**src/rtl/serial_sub_pkg.sv**
```systemverilog
// serial_sub_pkg: state encoding and sizing helper for the bit-serial subtractor
package serial_sub_pkg;

    typedef enum logic [1:0] {
        IDLE  = 2'd0,
        SHIFT = 2'd1,
        DONE  = 2'd2
    } state_t;

    // Never returns less than 1, so a counter can always be declared from it
    function automatic int clog2(input int v);
        int r;
        r = 1;
        for (int i = 1; i < 32; i++)
            if ((1 << i) < v) r = i + 1;
        return r;
    endfunction

endpackage

```
**src/rtl/serial_subtractor_full_subtractor.sv**
```systemverilog
// full_subtractor: combinational one-bit subtract cell, d = a - b - b_in
import serial_sub_pkg::*;

module full_subtractor (
    input  logic a,
    input  logic b,
    input  logic b_in,
    output logic d,
    output logic b_out
);

    always_comb begin
        d     = a ^ b ^ b_in;
        b_out = (~a & b) | (~(a ^ b) & b_in);
    end

endmodule

```
**src/rtl/serial_subtractor.sv**
```systemverilog
// serial_subtractor: LSB-first bit-serial unsigned a - b with start/done handshake.
// Defining SERIAL_SUB_OVERFLOW_EN adds a registered signed-overflow output.
import serial_sub_pkg::*;

module serial_subtractor #(
    parameter int WIDTH = 8
) (
    input  logic             clk,
    input  logic             rst,
    input  logic             start,
    input  logic [WIDTH-1:0] a,
    input  logic [WIDTH-1:0] b,
    output logic             busy,
    output logic             done,
    output logic [WIDTH-1:0] diff,
    output logic             borrow_out
`ifdef SERIAL_SUB_OVERFLOW_EN
    ,
    output logic             overflow
`endif
);

    localparam int CW = clog2(WIDTH);
    localparam logic [CW-1:0] LAST = CW'(WIDTH - 1);

    state_t             state;
    logic [WIDTH-1:0]   a_sh, b_sh, res, res_nxt;
    logic [CW-1:0]      cnt;
    logic               borrow_ff, d, b_nxt;

    full_subtractor u_fs (
        .a    (a_sh[0]),
        .b    (b_sh[0]),
        .b_in (borrow_ff),
        .d    (d),
        .b_out(b_nxt)
    );

    assign res_nxt = {d, res[WIDTH-1:1]};

`ifdef SERIAL_SUB_OVERFLOW_EN
    logic a_msb, b_msb;
    always_ff @(posedge clk) begin
        if (rst) begin
            a_msb    <= 1'b0;
            b_msb    <= 1'b0;
            overflow <= 1'b0;
        end else if (state != SHIFT && start) begin
            a_msb <= a[WIDTH-1];
            b_msb <= b[WIDTH-1];
        end else if (state == SHIFT && cnt == LAST) begin
            overflow <= (a_msb ^ b_msb) & (a_msb ^ d);
        end
    end
`endif

    // diff/borrow_out only move on the final bit; res accumulates meanwhile
    always_ff @(posedge clk) begin
        if (rst) begin
            state      <= IDLE;
            busy       <= 1'b0;
            done       <= 1'b0;
            diff       <= '0;
            borrow_out <= 1'b0;
            a_sh       <= '0;
            b_sh       <= '0;
            res        <= '0;
            cnt        <= '0;
            borrow_ff  <= 1'b0;
        end else begin
            case (state)
                IDLE, DONE: begin
                    done <= 1'b0;
                    if (start) begin
                        a_sh      <= a;
                        b_sh      <= b;
                        borrow_ff <= 1'b0;
                        cnt       <= '0;
                        busy      <= 1'b1;
                        state     <= SHIFT;
                    end else begin
                        state <= IDLE;
                    end
                end
                SHIFT: begin
                    a_sh      <= a_sh >> 1;
                    b_sh      <= b_sh >> 1;
                    res       <= res_nxt;
                    borrow_ff <= b_nxt;
                    cnt       <= cnt + CW'(1);
                    if (cnt == LAST) begin
                        diff       <= res_nxt;
                        borrow_out <= b_nxt;
                        busy       <= 1'b0;
                        done       <= 1'b1;
                        state      <= DONE;
                    end
                end
                default: state <= IDLE;
            endcase
        end
    end

endmodule

```
**config.mk**
```make
export PLATFORM = sky130hd
export DESIGN_NAME = serial_subtractor
export DESIGN_NICKNAME = d
export VERILOG_FILES = /design/src/rtl/serial_sub_pkg.sv /design/src/rtl/serial_subtractor_full_subtractor.sv /design/src/rtl/serial_subtractor.sv
export SDC_FILE = /design/constraint.sdc
export NUM_CORES = 1
export LEC_CHECK = 0
export CAP_MARGIN = 30
export CORE_AREA = 5 5 90 92
export CTS_BUF_LIST = sky130_fd_sc_hd__clkbuf_4 sky130_fd_sc_hd__clkbuf_8
export CTS_CLUSTER_DIAMETER = 50
export CTS_CLUSTER_SIZE = 8
export DETAILED_ROUTE_END_ITERATION = 7
export DIE_AREA = 0 0 95 97
export GPL_TIMING_DRIVEN = 1
export HOLD_SLACK_MARGIN = 0.03
export PLACE_DENSITY_LB_ADDON = 0.3
export RECOVER_POWER = 50
export SYNTH_ARGS = -nofsm -noshare
export SYNTH_HDL_FRONTEND = slang
export SYNTH_SLANG_ARGS = --single-unit
```
**constraint.sdc**
```tcl
create_clock -name clk -period 2.7 [get_ports clk]
set_input_delay 0.81 -clock clk [delete_from_list [all_inputs] [get_ports clk]]
set_output_delay 0.81 -clock clk [all_outputs]
set_load 0.02 [all_outputs]
```
==> summary.md <==
| Metric | Value |
|---|---|
| Port Buffers | `29` |
| Number of synthesized flops with an enable pin | `0` |
| Max Clk Rate | `around 0.44 GHz` |
| Fin crit period | `~2300 ps` |
| Setup Crit Path Kind | `in -> reg` |
| Launch point of the worst reg-to-reg path | `cnt[5]` |
| Post-synthesis cell count | `approximately 380` |
| Initial Util | `~44%` |
| Max_slew headroom | `a little over two fifths` |
| Vias in the first global route | `~2700` |
| Routed WL | `about 7500 um` |
| Clk buf depth | `2` |
| Clock-pin slew on the worst setup and hold paths | `80 ps` |
| Crit path launch | `start` |
| Clock sink count | `slightly below 70` |
| Crit share post-route | `a little over four fifths` |
| Max-cap violations | `0` |
| Final Hold Fails | `0` |
| Initial antenna violation count | `0` |
| CTS tree | `yes` |
| Largest net degree at the start of global routing | `37` |
| Worst VDD drop | `approximately 0.33 mV` |
| FF+latch count, synth | `69` |
| Commonest non-fill, non-tap cell in the layout | `dfxtp_1` |
| RSZ-0062 raised after global routing | `false` |
| Dpl cell area | `approximately 3600 um2` |
| Die ar. | `just over 9000 um2` |
| Net count after synthesis | `397` |
| Most frequent cells in the layout | `dfxtp_1, a21oi_1, nand2_1` |
| Post-CTS setup buffers | `0` |
| Slowest CP cell | `dlygate4sd3_1` |
| Setup slack, reg-to-reg | `around 460 ps` |
| Synth warnings | `0` |
| Row Count | `31` |
| Chip Width | `95 um` |
| Core ar. | `roughly 7100 um2` |
| CTS Buf Count | `9` |
| Worst path max stage delay | `550 ps` |
| Sequential share of the synthesized area | `a little over two fifths` |
| Total gr overflow | `0` |
| Fin nets | `approximately 420` |
| Most common flop cell mapped by yosys | `dfxtp_1` |
| Die Ht | `around 97 um` |
| Pwr/cell area | `around 570 nW/um2` |
| Yosys cell types | `38` |
| Layout cells sized above 1 | `about 11%` |
| DR vias | `about 2900` |
| Worst Hold Class | `reg -> reg` |
| H-tree depth | `3` |
| Slew at the pin closest to its max-slew limit | `just under 900 ps` |
| First-pass GRT wire length | `around 12000 um` |
| Number of setup violations in the final report | `0` |
| CTS Hold Bufs | `0` |
| P&R area growth vs syn | `18.5%` |
| Critical path data arrival time | `roughly 2600 ps` |
| Final clock skew | `between 10 and 15 ps` |
| Post-synth top area cell | `dfxtp_1` |
| Syn avg cell area | `around 8.4 um2` |
| CTS Root Cell | `clkbuf_8` |
| Static Leak | `between 1 and 1.5 nW` |
| Crit-path cells | `dlygate4sd3_1, nor2b_1, buf_4, clkbuf_2, a22oi_1, a21oi_1` |
| Fillers | `~720` |
| Drt drc | `0` |
| I/O pins | `30` |
| Cts repair resizes | `0` |
| RePlAce Congestion | `about 0.83` |
| CP required | `2970 ps` |
| Drt wl/cell | `about 15 um` |
| Synth top area share | `43.6%` |
| Post-route cell area | `around 3800 um2` |
| Routed Antenna Nets | `0` |
| Post-Route Setup TNS | `0 ps` |
| 1st-iter DRT viols | `between 150 and 200` |
| Netlist Area Pre-Place | `around 3200 um2` |
| Synth async-reset ratio | `0%` |
| Max Slew Vio Count | `0` |
| Critical Path Source Type | `input pin` |
| Estimated wirelength of the detail-placed design | `roughly 5000 um` |
| Clock latency on the worst-skew pair | `around 340 ps` |
| GRT Total Usage | `around 17%` |
| Hold path start | `done` |
| Status | `finished clean` |
| # diodes | `0` |
| Mean number of vias per cell | `~5.7` |
| Worst setup EP type | `flip-flop` |
| DRT Pass-1 Iters | `5` |
| Largest cells by area after synthesis | `dfxtp_1, a21oi_1, nand2_1` |
| Worst Path Max Fanout | `16` |
-- routing by layer --
metal | track usage, % | wire [um]
met1 | 21.9 | 3570
met2 | 25.3 | 3390
met3 | 5.12 | 368
met4 | 6.77 | 156
met5 | 0 | 0
-- final cells by class --
type,instances,area (um2),share of cell area [%]
Timing Repair Buffer,39,353,9.38
Multi-Input combinational cell,275,1660,44.2
Inverter,4,15.0,0.399
Sequential cell,69,1380,36.7
Tap cell,99,124,3.29
Clock buffer,10,138,3.66
Clock inverter,6,86.3,2.30
-- metrics by stage --
step	hold slack (ps)	power, mW	instances	util [%]	setup slack, ps
floorplan	436	1.17	376	-	746
global placement	442	1.23	486	49.8	438
CTS	460	2.18	502	52.9	519
finish	455	2.15	502	52.7	416
global route	482	2.24	502	52.7	236
detailed placement	448	1.24	486	49.8	401
-- registers in the layout (all words and copies together), names as in the netlist --
name        cells
b_sh            8
res             7
borrow_ff       1
done            1
borrow_out      1
state           2
a_sh            8
busy            1
diff            8
cnt            32
-- cells by family after synthesis --
group | Yosys count | share of synthesized area (%)
AND/OR/NAND/NOR | 163 | 27.8
AO/OA/AOI/OAI | 96 | 18.8
flip-flops | 69 | 43.6
buffers and inverters | 32 | 3.83
multiplexers | 14 | 4.97
adder cells (fa/ha/maj) | 2 | 1.03
-- Yosys cell counts, drive strengths merged, types with 2 or more instances --
cell    number
a21o         2
clkbuf      23
nor4b        2
nand4       22
a22oi       18
nand3       11
a21oi       47
and4         5
o311ai       2
nor3         6
and3         3
nand4b       4
buf          5
a31oi        2
o21ai        4
or2          2
a31o         3
o211ai       3
nand3b       4
dfxtp       69
inv          4
or3          4
nor2        33
nor4         9
mux2        14
or4          4
nand2       39
nand2b       2
nor3b       11
a211oi       4
nor2b        2
o31ai       11
-- final timing paths --
path              endpoint  depth (start not counted)
hold reg to reg       done                          2
setup / recovery   b_sh[1]                          6
setup reg to reg   cnt[22]                          4
hold / removal        done                          2
-- where the power goes --
| part | internal (mW) | switching [mW] | total [mW] |
|---|---|---|---|
| Combinational | 0.0583 | 0.0945 | 0.153 |
| Clock | 0.543 | 0.394 | 0.937 |
| Sequential | 1.04 | 0.0159 | 1.06 |
| Total | 1.64 | 0.504 | 2.15 |
-- critical path, delay by kind of cell --
family,cells,cell delay (ps)
buffers and inverters,3,1130
AOI/OAI and AO/OA,2,270
and+or+nand+nor,1,350
No activity file was read; power rests on OpenSTA's default activity.
